==> src/rtl/riscv_ctrl_pkg.sv <==
// Opcodes, datapath select codes and FSM state encoding shared by the multi-cycle controller.
package riscv_ctrl_pkg;

  localparam logic [6:0] OpLoad   = 7'b0000011;
  localparam logic [6:0] OpStore  = 7'b0100011;
  localparam logic [6:0] OpR      = 7'b0110011;
  localparam logic [6:0] OpI      = 7'b0010011;
  localparam logic [6:0] OpBranch = 7'b1100011;
  localparam logic [6:0] OpJal    = 7'b1101111;
  localparam logic [6:0] OpJalr   = 7'b1100111;
  localparam logic [6:0] OpLui    = 7'b0110111;
  localparam logic [6:0] OpAuipc  = 7'b0010111;

  localparam logic [3:0] AluAdd  = 4'b0000;
  localparam logic [3:0] AluSub  = 4'b0001;
  localparam logic [3:0] AluAnd  = 4'b0010;
  localparam logic [3:0] AluOr   = 4'b0011;
  localparam logic [3:0] AluSll  = 4'b0100;
  localparam logic [3:0] AluSrl  = 4'b0101;
  localparam logic [3:0] AluSra  = 4'b0110;
  localparam logic [3:0] AluXor  = 4'b0111;
  localparam logic [3:0] AluSlt  = 4'b1000;
  localparam logic [3:0] AluSltu = 4'b1001;

  localparam logic [2:0] ImmI = 3'b000;
  localparam logic [2:0] ImmS = 3'b001;
  localparam logic [2:0] ImmB = 3'b010;
  localparam logic [2:0] ImmJ = 3'b011;
  localparam logic [2:0] ImmU = 3'b100;

  localparam logic [1:0] ResAluOut    = 2'b00;
  localparam logic [1:0] ResData      = 2'b01;
  localparam logic [1:0] ResAluResult = 2'b10;

  localparam logic [1:0] SrcAPc    = 2'b00;
  localparam logic [1:0] SrcAOldPc = 2'b01;
  localparam logic [1:0] SrcARs1   = 2'b10;
  localparam logic [1:0] SrcAZero  = 2'b11;

  localparam logic [1:0] SrcBRs2  = 2'b00;
  localparam logic [1:0] SrcBImm  = 2'b01;
  localparam logic [1:0] SrcBFour = 2'b10;

  localparam logic [2:0] LdB  = 3'b000;
  localparam logic [2:0] LdH  = 3'b001;
  localparam logic [2:0] LdW  = 3'b010;
  localparam logic [2:0] LdBu = 3'b011;
  localparam logic [2:0] LdHu = 3'b100;

  localparam logic [1:0] CauseNone    = 2'b00;
  localparam logic [1:0] CauseIllegal = 2'b01;
  localparam logic [1:0] CauseTimeout = 2'b10;

  typedef enum logic [3:0] {
    StRstIdle, StFetch, StDecode, StMemAdr, StMemRead, StMemWb, StMemWrite, StExecR,
    StExecI, StUpper, StAluWb, StBranch, StJal, StJalr, StJlink, StTrap
  } state_e;

  typedef enum logic [1:0] {ClsR, ClsI, ClsBranch, ClsNone} op_cls_e;

  // funct3 of a legal load mapped onto the datapath's load-size code.
  function automatic logic [2:0] load_code(logic [2:0] funct3);
    case (funct3)
      3'b001:  return LdH;
      3'b010:  return LdW;
      3'b100:  return LdBu;
      3'b101:  return LdHu;
      default: return LdB;
    endcase
  endfunction

endpackage

==> src/rtl/multicycle_ctrl_if.sv <==
// IR fields, handshake inputs and datapath controls between controller and datapath.
interface multicycle_ctrl_if;
  logic [6:0] op;
  logic [2:0] funct3;
  logic [6:0] funct7;
  logic       Zflag;
  logic       mem_ready;
  logic       mem_req;
  logic       mem_write;
  logic       AdrSrc;
  logic       IRWrite;
  logic       PCWrite;
  logic       reg_write;
  logic [1:0] ALUSrcA;
  logic [1:0] ALUSrcB;
  logic [3:0] ALUcontrol;
  logic [2:0] ImmSrc;
  logic [1:0] ResultSrc;
  logic [2:0] load;
  logic [1:0] store;
  logic       retire;
  logic       halted;
  logic [1:0] trap_cause;

  modport master (
    input  op, funct3, funct7, Zflag, mem_ready,
    output mem_req, mem_write, AdrSrc, IRWrite, PCWrite, reg_write, ALUSrcA, ALUSrcB,
           ALUcontrol, ImmSrc, ResultSrc, load, store, retire, halted, trap_cause
  );

  modport slave (
    output op, funct3, funct7, Zflag, mem_ready,
    input  mem_req, mem_write, AdrSrc, IRWrite, PCWrite, reg_write, ALUSrcA, ALUSrcB,
           ALUcontrol, ImmSrc, ResultSrc, load, store, retire, halted, trap_cause
  );
endinterface

==> src/rtl/alu_decoder.sv <==
// ALU operation decode for R-type, I-type and branch instructions, flagging bad encodings.
module alu_decoder
  import riscv_ctrl_pkg::*;
(
  input  op_cls_e    cls_i,
  input  logic [2:0] funct3_i,
  input  logic [6:0] funct7_i,
  output logic [3:0] alu_ctrl_o,
  output logic       illegal_o
);

  logic alt;  // funct7 = 0100000 selects the sub/sra variant
  assign alt = (funct7_i == 7'b0100000);

  // Operation select and legality from funct3/funct7
  always_comb begin
    alu_ctrl_o = AluAdd;
    illegal_o  = 1'b0;
    case (cls_i)
      ClsR, ClsI: begin
        case (funct3_i)
          3'b000:  alu_ctrl_o = (cls_i == ClsR && alt) ? AluSub : AluAdd;
          3'b001:  alu_ctrl_o = AluSll;
          3'b010:  alu_ctrl_o = AluSlt;
          3'b011:  alu_ctrl_o = AluSltu;
          3'b100:  alu_ctrl_o = AluXor;
          3'b101:  alu_ctrl_o = alt ? AluSra : AluSrl;
          3'b110:  alu_ctrl_o = AluOr;
          default: alu_ctrl_o = AluAnd;
        endcase
        if (cls_i == ClsR) begin
          illegal_o = !(funct7_i == 7'd0 || alt) ||
                      (alt && funct3_i != 3'b000 && funct3_i != 3'b101);
        end else begin
          // Only the shift-left immediate can carry a bad funct7.
          illegal_o = alt && funct3_i == 3'b001;
        end
      end
      ClsBranch: begin
        case (funct3_i)
          3'b000, 3'b001: alu_ctrl_o = AluSub;
          3'b100, 3'b101: alu_ctrl_o = AluSlt;
          3'b110, 3'b111: alu_ctrl_o = AluSltu;
          default:        illegal_o  = 1'b1;
        endcase
      end
      default: ;
    endcase
  end

endmodule

==> src/rtl/multicycle_ctrl.sv <==
// Multi-cycle RV32I control FSM sequencing a shared-memory datapath with timeout/illegal traps.
module multicycle_ctrl
  import riscv_ctrl_pkg::*;
#(
  parameter int unsigned TIMEOUT_CYCLES = 255,
  parameter int unsigned CNT_W          = 8
) (
  input logic               clk,
  input logic               reset,
  multicycle_ctrl_if.master bus
);

  localparam int unsigned TimeoutLast = (TIMEOUT_CYCLES == 0) ? 0 : TIMEOUT_CYCLES - 1;

  state_e           state_q, state_d;
  logic [CNT_W-1:0] cnt_q, cnt_d;
  logic [1:0]       cause_q, cause_d;

  op_cls_e    op_cls;
  logic [3:0] alu_ctrl;
  logic       alu_illegal;
  logic       dec_illegal;
  logic       wait_state;

  // Class of the current opcode as seen by the ALU decoder
  always_comb begin
    case (bus.op)
      OpR:      op_cls = ClsR;
      OpI:      op_cls = ClsI;
      OpBranch: op_cls = ClsBranch;
      default:  op_cls = ClsNone;
    endcase
  end

  alu_decoder u_alu_decoder (
    .cls_i     (op_cls),
    .funct3_i  (bus.funct3),
    .funct7_i  (bus.funct7),
    .alu_ctrl_o(alu_ctrl),
    .illegal_o (alu_illegal)
  );

  // Full-instruction legality check used in DECODE
  always_comb begin
    case (bus.op)
      OpR, OpI, OpBranch:   dec_illegal = alu_illegal;
      OpLoad:               dec_illegal = bus.funct3 inside {3'b011, 3'b110, 3'b111};
      OpStore:              dec_illegal = bus.funct3 >= 3'd3;
      OpJalr:               dec_illegal = bus.funct3 != 3'b000;
      OpJal, OpLui, OpAuipc: dec_illegal = 1'b0;
      default:              dec_illegal = 1'b1;
    endcase
  end

  assign wait_state = state_q inside {StFetch, StMemRead, StMemWrite};

  // Next state, wait counter, trap cause and per-state datapath controls
  always_comb begin
    state_d        = state_q;
    cnt_d          = '0;
    cause_d        = cause_q;
    bus.mem_req    = 1'b0;
    bus.mem_write  = 1'b0;
    bus.AdrSrc     = 1'b0;
    bus.IRWrite    = 1'b0;
    bus.PCWrite    = 1'b0;
    bus.reg_write  = 1'b0;
    bus.ALUSrcA    = SrcAPc;
    bus.ALUSrcB    = SrcBRs2;
    bus.ALUcontrol = AluAdd;
    bus.ImmSrc     = ImmI;
    bus.ResultSrc  = ResAluOut;
    bus.load       = LdB;
    bus.store      = 2'b00;
    bus.retire     = 1'b0;
    bus.halted     = 1'b0;
    bus.trap_cause = cause_q;

    case (state_q)
      StRstIdle: state_d = StFetch;
      StFetch: begin
        bus.mem_req   = 1'b1;
        bus.ALUSrcB   = SrcBFour;
        bus.ResultSrc = ResAluResult;
        if (bus.mem_ready) begin
          bus.IRWrite = 1'b1;
          bus.PCWrite = 1'b1;
          state_d     = StDecode;
        end
      end
      StDecode: begin
        bus.ALUSrcA = SrcAOldPc;
        bus.ALUSrcB = SrcBImm;
        bus.ImmSrc  = (bus.op == OpJal) ? ImmJ : ImmB;
        if (dec_illegal) begin
          state_d = StTrap;
          cause_d = CauseIllegal;
        end else begin
          case (bus.op)
            OpLoad, OpStore: state_d = StMemAdr;
            OpR:             state_d = StExecR;
            OpI:             state_d = StExecI;
            OpBranch:        state_d = StBranch;
            OpJal:           state_d = StJal;
            OpJalr:          state_d = StJalr;
            default:         state_d = StUpper;
          endcase
        end
      end
      StMemAdr: begin
        bus.ALUSrcA = SrcARs1;
        bus.ALUSrcB = SrcBImm;
        bus.ImmSrc  = (bus.op == OpStore) ? ImmS : ImmI;
        state_d     = (bus.op == OpStore) ? StMemWrite : StMemRead;
      end
      StMemRead: begin
        bus.mem_req = 1'b1;
        bus.AdrSrc  = 1'b1;
        bus.load    = load_code(bus.funct3);
        if (bus.mem_ready) state_d = StMemWb;
      end
      StMemWb: begin
        bus.ResultSrc = ResData;
        bus.reg_write = 1'b1;
        bus.load      = load_code(bus.funct3);
        bus.retire    = 1'b1;
        state_d       = StFetch;
      end
      StMemWrite: begin
        bus.mem_req   = 1'b1;
        bus.mem_write = 1'b1;
        bus.AdrSrc    = 1'b1;
        bus.store     = bus.funct3[1:0];
        if (bus.mem_ready) begin
          bus.retire = 1'b1;
          state_d    = StFetch;
        end
      end
      StExecR: begin
        bus.ALUSrcA    = SrcARs1;
        bus.ALUcontrol = alu_ctrl;
        state_d        = StAluWb;
      end
      StExecI: begin
        bus.ALUSrcA    = SrcARs1;
        bus.ALUSrcB    = SrcBImm;
        bus.ALUcontrol = alu_ctrl;
        state_d        = StAluWb;
      end
      StUpper: begin
        bus.ALUSrcA = (bus.op == OpLui) ? SrcAZero : SrcAOldPc;
        bus.ALUSrcB = SrcBImm;
        bus.ImmSrc  = ImmU;
        state_d     = StAluWb;
      end
      StAluWb: begin
        bus.reg_write = 1'b1;
        bus.retire    = 1'b1;
        state_d       = StFetch;
      end
      StBranch: begin
        bus.ALUSrcA    = SrcARs1;
        bus.ALUcontrol = alu_ctrl;
        // beq/bge/bgeu take on a zero result, bne/blt/bltu on non-zero.
        bus.PCWrite    = bus.Zflag ^ (bus.funct3[0] ^ bus.funct3[2]);
        bus.retire     = 1'b1;
        state_d        = StFetch;
      end
      StJal: begin
        bus.PCWrite = 1'b1;
        state_d     = StJlink;
      end
      StJalr: begin
        bus.ALUSrcA   = SrcARs1;
        bus.ALUSrcB   = SrcBImm;
        bus.ResultSrc = ResAluResult;
        bus.PCWrite   = 1'b1;
        state_d       = StJlink;
      end
      StJlink: begin
        bus.ALUSrcA   = SrcAOldPc;
        bus.ALUSrcB   = SrcBFour;
        bus.ResultSrc = ResAluResult;
        bus.reg_write = 1'b1;
        bus.retire    = 1'b1;
        state_d       = StFetch;
      end
      default: bus.halted = 1'b1;  // StTrap
    endcase

    // Memory wait accounting; a same-cycle mem_ready never reaches this branch.
    if (wait_state && !bus.mem_ready) begin
      cnt_d = cnt_q + 1'b1;
      if (TIMEOUT_CYCLES != 0 && cnt_q == TimeoutLast[CNT_W-1:0]) begin
        state_d = StTrap;
        cause_d = CauseTimeout;
      end
    end
  end

  // State, wait counter and trap cause registers
  always_ff @(posedge clk or posedge reset) begin
    if (reset) begin
      state_q <= StRstIdle;
      cnt_q   <= '0;
      cause_q <= CauseNone;
    end else begin
      state_q <= state_d;
      cnt_q   <= cnt_d;
      cause_q <= cause_d;
    end
  end

endmodule

==> src/flat_wrapper.sv <==
// flat-port wrapper written by rule: the top's interface ports become plain ports
module multicycle_ctrl_flat import riscv_ctrl_pkg::*;
#(
  parameter int unsigned TIMEOUT_CYCLES = 255,
  parameter int unsigned CNT_W          = 8
)
  (clk, reset, bus_op, bus_funct3, bus_funct7, bus_Zflag, bus_mem_ready, bus_mem_req, bus_mem_write, bus_AdrSrc, bus_IRWrite, bus_PCWrite, bus_reg_write, bus_ALUSrcA, bus_ALUSrcB, bus_ALUcontrol, bus_ImmSrc, bus_ResultSrc, bus_load, bus_store, bus_retire, bus_halted, bus_trap_cause);
  multicycle_ctrl_if bus_i ();
  input logic clk;
  input logic reset;
  input wire logic [$bits(bus_i.op)-1:0] bus_op;
  input wire logic [$bits(bus_i.funct3)-1:0] bus_funct3;
  input wire logic [$bits(bus_i.funct7)-1:0] bus_funct7;
  input wire logic [$bits(bus_i.Zflag)-1:0] bus_Zflag;
  input wire logic [$bits(bus_i.mem_ready)-1:0] bus_mem_ready;
  output wire logic [$bits(bus_i.mem_req)-1:0] bus_mem_req;
  output wire logic [$bits(bus_i.mem_write)-1:0] bus_mem_write;
  output wire logic [$bits(bus_i.AdrSrc)-1:0] bus_AdrSrc;
  output wire logic [$bits(bus_i.IRWrite)-1:0] bus_IRWrite;
  output wire logic [$bits(bus_i.PCWrite)-1:0] bus_PCWrite;
  output wire logic [$bits(bus_i.reg_write)-1:0] bus_reg_write;
  output wire logic [$bits(bus_i.ALUSrcA)-1:0] bus_ALUSrcA;
  output wire logic [$bits(bus_i.ALUSrcB)-1:0] bus_ALUSrcB;
  output wire logic [$bits(bus_i.ALUcontrol)-1:0] bus_ALUcontrol;
  output wire logic [$bits(bus_i.ImmSrc)-1:0] bus_ImmSrc;
  output wire logic [$bits(bus_i.ResultSrc)-1:0] bus_ResultSrc;
  output wire logic [$bits(bus_i.load)-1:0] bus_load;
  output wire logic [$bits(bus_i.store)-1:0] bus_store;
  output wire logic [$bits(bus_i.retire)-1:0] bus_retire;
  output wire logic [$bits(bus_i.halted)-1:0] bus_halted;
  output wire logic [$bits(bus_i.trap_cause)-1:0] bus_trap_cause;
  assign bus_i.op = bus_op;
  assign bus_i.funct3 = bus_funct3;
  assign bus_i.funct7 = bus_funct7;
  assign bus_i.Zflag = bus_Zflag;
  assign bus_i.mem_ready = bus_mem_ready;
  assign bus_mem_req = bus_i.mem_req;
  assign bus_mem_write = bus_i.mem_write;
  assign bus_AdrSrc = bus_i.AdrSrc;
  assign bus_IRWrite = bus_i.IRWrite;
  assign bus_PCWrite = bus_i.PCWrite;
  assign bus_reg_write = bus_i.reg_write;
  assign bus_ALUSrcA = bus_i.ALUSrcA;
  assign bus_ALUSrcB = bus_i.ALUSrcB;
  assign bus_ALUcontrol = bus_i.ALUcontrol;
  assign bus_ImmSrc = bus_i.ImmSrc;
  assign bus_ResultSrc = bus_i.ResultSrc;
  assign bus_load = bus_i.load;
  assign bus_store = bus_i.store;
  assign bus_retire = bus_i.retire;
  assign bus_halted = bus_i.halted;
  assign bus_trap_cause = bus_i.trap_cause;
  multicycle_ctrl #(.TIMEOUT_CYCLES(TIMEOUT_CYCLES), .CNT_W(CNT_W)) u_core (.clk(clk), .reset(reset), .bus(bus_i));
endmodule
==> config.mk <==
export PLATFORM = sky130hd
export DESIGN_NAME = multicycle_ctrl_flat
export DESIGN_NICKNAME = d
export VERILOG_FILES = /design/src/rtl/riscv_ctrl_pkg.sv /design/src/rtl/multicycle_ctrl_if.sv /design/src/rtl/alu_decoder.sv /design/src/rtl/multicycle_ctrl.sv /design/src/flat_wrapper.sv
export SDC_FILE = /design/constraint.sdc
export NUM_CORES = 1
export LEC_CHECK = 0
export CORE_UTILIZATION = 48
export CTS_CLUSTER_SIZE = 14
export DETAILED_ROUTE_END_ITERATION = 8
export GPL_ROUTABILITY_DRIVEN = 0
export GPL_TIMING_DRIVEN = 1
export PLACE_DENSITY = 0.91
export SYNTH_ARGS = -nofsm -noshare
export SYNTH_HDL_FRONTEND = slang
export SYNTH_SLANG_ARGS = --single-unit
==> constraint.sdc <==
create_clock -name clk -period 5.15 [get_ports clk]
set_input_delay 1.03 -clock clk [delete_from_list [all_inputs] [get_ports clk]]
set_output_delay 1.03 -clock clk [all_outputs]
set_load 0.03 [all_outputs]
==> results.py <==
metrics = {
    "outcome": {
        "run_status": "finished clean",
    },
    "logic_synthesis": {
        "synth_ff_type": "dfrtp_1",
        "syn_area_per_cell_um2": 7.13,
        "syn_area_um2": 1360,
        "synth_edf_count": 0,
        "synth_cell_types": 47,
        "synth_seq_area_share_pct": 25.9,
        "synth_fp_nets": 213,
        "ys_ff_latch": 14,
        "netlist_instances": 190,
        "async_flop_share_pct": 100,
        "yosysWarnings": 0,
    },
    "placement": {
        "placedInstanceArea_um2": 1830,
        "portBuffers": 48,
        "dp_hpwl_um": 2780,
        "pre_cts_slack_ns": 0.852,
    },
    "global_routing": {
        "gr-usage-met1_pct": 34.9,
        "grt.met3_usage_pct": 6.01,
        "grt_max_degree": 25,
        "grt_pass1_wl_um": 5690,
        "grt_overflow": 0,
        "use_met2_pct": 41.6,
        "grt_pass1_vias": 1295,
        "grt_busiest_layer": "met2",
        "track_usage_pct": 25.9,
        "antenna_found_initial": 0,
    },
    "layout": {
        "syn2layout_area_growth_pct": 36.7,
        "multiInputGateArea_um2": 921,
        "fin_area_um2": 1850,
        "antenna_cells": 0,
        "drive_gt1_share_pct": 2.17,
        "fillers": 214,
        "seq_area_um2": 350,
        "nets": 255,
    },
    "worst_hold_path": {
        "hold_class": "reg -> reg",
        "min_path_cells": 2,
        "whs_endpoint": "u_core.bus.trap_cause[0]",
        "min_from": "u_core.bus.trap_cause[0]",
    },
    "power": {
        "leakagePower_uw": 0.000749,
        "cellPowerDensity_nw_per_um2": 448,
        "peakVddDrop_mv": 0.321,
        "power.total_uw": 831,
    },
    "clocking": {
        "cts_root_buffer": "clkbuf_4",
        "cts_tree": "built",
        "hold_buffers": 0,
        "cts_buffer_depth": 2,
        "cts_resized": 0,
        "clk_latency_ns": 0.28,
        "numCtsBuffers": 3,
        "clock-sinks": 14,
        "h-tree-depth": 1,
        "cts_setup_buffers": 0,
        "cts.reportedPaths.clkPinSlew_ns": 0.07,
    },
    "route": {
        "vias_per_cell": 5.90,
        "drc": 0,
        "ant_nets": 0,
        "wl_per_cell_um": 13.8,
        "first_pass_iters": 4,
        "wl_um": 3580,
        "vias": 1535,
        "drtIter0Drc": 32,
    },
    "worst_setup_path": {
        "cp.required_ns": 4.12,
        "crit_arrival_ns": 3.32,
        "timing.rr.start": "u_core.state_q[1]",
        "crit_type": "in -> out",
        "r2r_end": "u_core.state_q[3]",
        "worstPathMaxFanout": 7,
        "start_kind": "input port",
        "worst-r2r-setup-slack_ns": 2.89,
        "cp-end-kind": "output pin",
        "ff2ff_path_depth": 6,
    },
    "timing": {
        "hold_viol_final": 0,
        "max_clock_freq_mhz": 230,
        "period_minus_slack_ns": 4.35,
        "worst_slew_pin_slew_ns": 0.647,
        "setup_slack_ns": 0.804,
        "rsz0062_at_grt": "no",
        "slew_headroom_pct": 56.9,
        "setup_viol": 0,
        "clock_skew_ns": 0.00599,
        "maxSlewViolCount": 0,
        "fin_crit_sh_pct": 84.4,
        "setup_tns_ns": 0,
    },
    "floorplan": {
        "start_util_pct": 52.8,
        "die_y_um": 55.1,
        "fp-row-count": 18,
        "dieArea_um2": 3040,
        "pin_count": 49,
        "die_w_um": 55.1,
        "fp.coreArea_um2": 2570,
    },
    "run": {
        "max_cap_violations": 0,
    },
}
-- power by group --
| group | total (uW) | internal, uW | leakage (uW) | switching [uW] |
|---|---|---|---|---|
| Sequential | 209 | 132 | 0.000183 | 76.9 |
| Clock | 59.0 | 27.1 | 0.0000138 | 31.9 |
| Combinational | 563 | 236 | 0.000552 | 327 |
| Total | 831 | 395 | 0.000749 | 436 |
-- cell type report --
class | instances | area share (%)
timing repair buffer | 48 | 25.9
clock buffer | 3 | 1.22
sequential | 14 | 18.9
multi-input combinational | 154 | 49.7
inverter | 11 | 2.23
tap | 30 | 2.03
-- Yosys cell counts (2+ instances only) --
cell,n,area share [%]
a211oi_1,2,1.1
a21o_1,4,2.2
a21oi_1,9,3.3
a31oi_1,4,1.8
and4_1,2,1.3
clkbuf_1,10,2.8
dfrtp_1,14,26
ha_1,2,1.8
inv_1,11,3.0
nand2_1,18,5.0
nand2b_1,12,5.5
nand3_1,8,3.0
nand4_1,2,0.92
nor2_1,27,7.5
nor3_1,6,2.2
nor4_1,6,2.8
o21a_1,3,1.7
o21ai_0,10,3.7
o22ai_1,4,1.8
o31ai_1,2,1.1
xnor2_1,4,2.6
xor2_1,5,3.2
-- per-layer routing --
metal  part of all wire (%)  vias up  wire, um
li1                       -      757         -
met3                    5.5        0       197
met2                     49       56      1740
met1                     46      722      1640
met5                      0        -         0
met4                      0        0         0
-- cell families (layout without fill, tap and decap cells) --
kind of cell / after synthesis / in the layout / share of synthesized area (%)
mux: 1 / 1 / 0.739
fa+ha+maj: 3 / 3 / 2.59
xor+xnor: 9 / 9 / 5.82
simple gates: 94 / 94 / 36.0
compound gates: 47 / 47 / 22.8
flops: 14 / 14 / 25.9
buf+inv: 22 / 62 / 6.19
-- cell usage in the layout (no fill, tap or decap), drive strengths merged, types with 3 or more instances in the layout --
master,count
xor2,5
nor3,6
inv,11
a21o,4
a21oi,9
a31oi,4
o21a,3
clkbuf,3
o22ai,4
o21ai,10
xnor2,4
nand2,18
nor2,27
nand3,9
clkdlybuf4s50,48
nor4,6
nand2b,12
dfrtp,14
-- stage by stage --
stage          util (%)  hold slack [ns]  instances
2_1_floorplan         -            0.492        190
3_3_place_gp       71.3            0.467        257
3_5_place_dp       71.3            0.474        257
4_1_cts            72.2            0.493        260
5_1_grt            72.2            0.511        260
6_report           72.2            0.494        260
-- worst max-delay path by stage --
stage             startpoint                 to  slack [ns]  cells after the start
3_3_place_gp       bus_op[6]     bus_ALUSrcA[1]        0.93                      7
5_1_grt            bus_op[3]  bus_ALUcontrol[1]        0.72                      6
6_report           bus_op[3]  bus_ALUcontrol[1]        0.80                      6
3_5_place_dp       bus_op[3]  bus_ALUcontrol[1]        0.85                      6
2_1_floorplan  bus_funct3[2]        bus_load[2]        1.68                      3
4_1_cts            bus_op[3]  bus_ALUcontrol[1]        0.85                      6
-- sequential cells by signal, indices dropped and copies added, names as in the netlist --
signal                 flops
u_core.bus.trap_cause      2
u_core.cnt_q               8
u_core.state_q             4
-- critical path, cell delays in order --
cell and delay (ns):
clkdlybuf4s50_1 0.51, nand4bb_1 0.36, nor2_1 0.29, nand2_1 0.12, a311oi_1 0.29, clkdlybuf4s50_1 0.72
Power figures use the tool's default switching activity.
==> patch, RTL diff (same flow settings) <==
`CNT_W` is set to 8 in 2 places; all go to 12.
--- a/src/rtl/multicycle_ctrl.sv
+++ b/src/rtl/multicycle_ctrl.sv
@@ -5,3 +5,3 @@
   parameter int unsigned TIMEOUT_CYCLES = 255,
-  parameter int unsigned CNT_W          = 8
+  parameter int unsigned CNT_W          = 12
 ) (
--- a/src/flat_wrapper.sv
+++ b/src/flat_wrapper.sv
@@ -4,3 +4,3 @@
   parameter int unsigned TIMEOUT_CYCLES = 255,
-  parameter int unsigned CNT_W          = 8
+  parameter int unsigned CNT_W          = 12
 )
Behaviour: no difference found for any inputs over 10 cycles, from zero or initial values and one cycle with reset high; that may be too few to reach the edited logic, so the function may still have changed.
==> patch against the unedited design <==
- area after synthesis grew 22%
- final area up 17%
- first-iteration DRC count grew to 3.7 times the old value
- power is 3.4% higher
- setup slack got worse by 0.13 ns
- sequential cell count up 4
- synthesized cell count up 13%
- sequential power rose by 9.6%
- die area grew 21%
- via count rose by 14%
- routed wire length grew 12%
- critical path type unchanged
- largest power group unchanged
==> patch: results (changes against the unedited design) <==
Status
  • Result of the run: finished, final reports clean

STA
  • Crit path setup slack, layout: 0.676 ns (-0.128 ns)
  • Skew final: 0.00777 ns (+0.00179 ns)

Logic synthesis
  • Count of cell types in the netlist: 55 (+17%)
  • Synth cell count leaders: 29 x nor2_1, 18 x dfrtp_1, 16 x nand2_1
  • Number of nets in the synthesized netlist: 238 (+12%)
  • Average cell area after synthesis: 7.66 um2 (+7.4%)
  • Share of the yosys chip area belonging to registers: 27.4% (+1.5 points)
  • Largest cells by area after synthesis: dfrtp_1 27%, nor2_1 6.6%, xor2_1 3.7%

Cells and area
  • Final instance count without filler cells: 299 (+15%)
  • Final #Nets: 279 (+9.4%)
  • Max FFs per register: 12 (+4)
  • Layout cells sized above 1: 5.88% (+3.7 points)

Drt
  • Initial DRC count: 119 (+270%)
  • Sum of routed wire length over all layers: 4020 um (+12%)

Place
  • Post-placement worst setup slack: 0.711 ns (-0.141 ns)
  • Detailed placement HPWL: 3060 um (+10%)

Setup path
  • Termination of the worst setup path: bus_ImmSrc[0]
  • Endpoint of the worst register-to-register path: u_core.state_q[1]
  • Top fanout value on the critical path: 6 (-1)
  • Worst setup slack for register-to-register paths: 2.64 ns (-0.25 ns)
  • Cell count of the worst reg-to-reg path: 5 (-1)

Power and ir drop
  • Leak pwr: 0.000816 uW (+9.0%)

Clocking
  • Register clock-pin slew on the reported worst setup and hold paths: 0.10 ns (+0.03 ns)

Global routing
  • GRT Resource Usage Total: 23.4% (-2.5 points)
  • Vias in the first global route: 1496 (+16%)
[patch: logic make-up after synthesis]
group / count (synthesis) / synth area share, %
and+or+nand+nor: 107 / 35.7
xor gates and xnor gates: 11 / 5.85
AOI/OAI and AO/OA: 52 / 22.6
DFF: 18 / 27.4
muxes: 1 / 0.608
buffers and inverters: 23 / 5.70
adders and majority gates: 3 / 2.13
[patch: worst min path at each step]
stage                             start                       end  slack [ns]  cells past startpoint
5_1_grt        u_core.bus.trap_cause[1]  u_core.bus.trap_cause[1]        0.54                      1
3_3_place_gp   u_core.bus.trap_cause[1]  u_core.bus.trap_cause[1]        0.48                      1
2_1_floorplan           u_core.cnt_q[0]           u_core.cnt_q[0]        0.49                      1
3_5_place_dp   u_core.bus.trap_cause[1]  u_core.bus.trap_cause[1]        0.49                      1
4_1_cts        u_core.bus.trap_cause[1]  u_core.bus.trap_cause[1]        0.52                      1
6_report       u_core.bus.trap_cause[1]  u_core.bus.trap_cause[1]        0.51                      1
[patch: cell type report]
type	instances	area, um2
Sequential cell	18	450
Tap cell	44	55.1
Multi-Input combinational cell	174	1100
Fill cell	275	987
Timing Repair Buffer	48	480
Inverter	11	41.3
Clock buffer	4	36.3
[patch: per-layer routing]
layer | global-route usage (%) | routed length, um | vias up
li1 | - | - | 869
met1 | 33.0 | 1850 | 813
met2 | 37.8 | 1970 | 64
met3 | 4.90 | 194 | 2
met4 | 3.25 | 16 | 0
met5 | 0 | 0 | -
[patch: worst register-to-register path, stage by stage, from the launching register on]
cell and delay (ns):
dfrtp_1 0.76, nor3b_1 0.15, o21ai_1 0.72, nor4_2 0.24, a2111oi_0 0.40, o21ai_1 0.11
[patch: where the power goes]
part	switching [uW]	internal, uW	total, uW
clock network	44.2	43.1	87.3
logic	319	224	543
registers	69.1	160	229
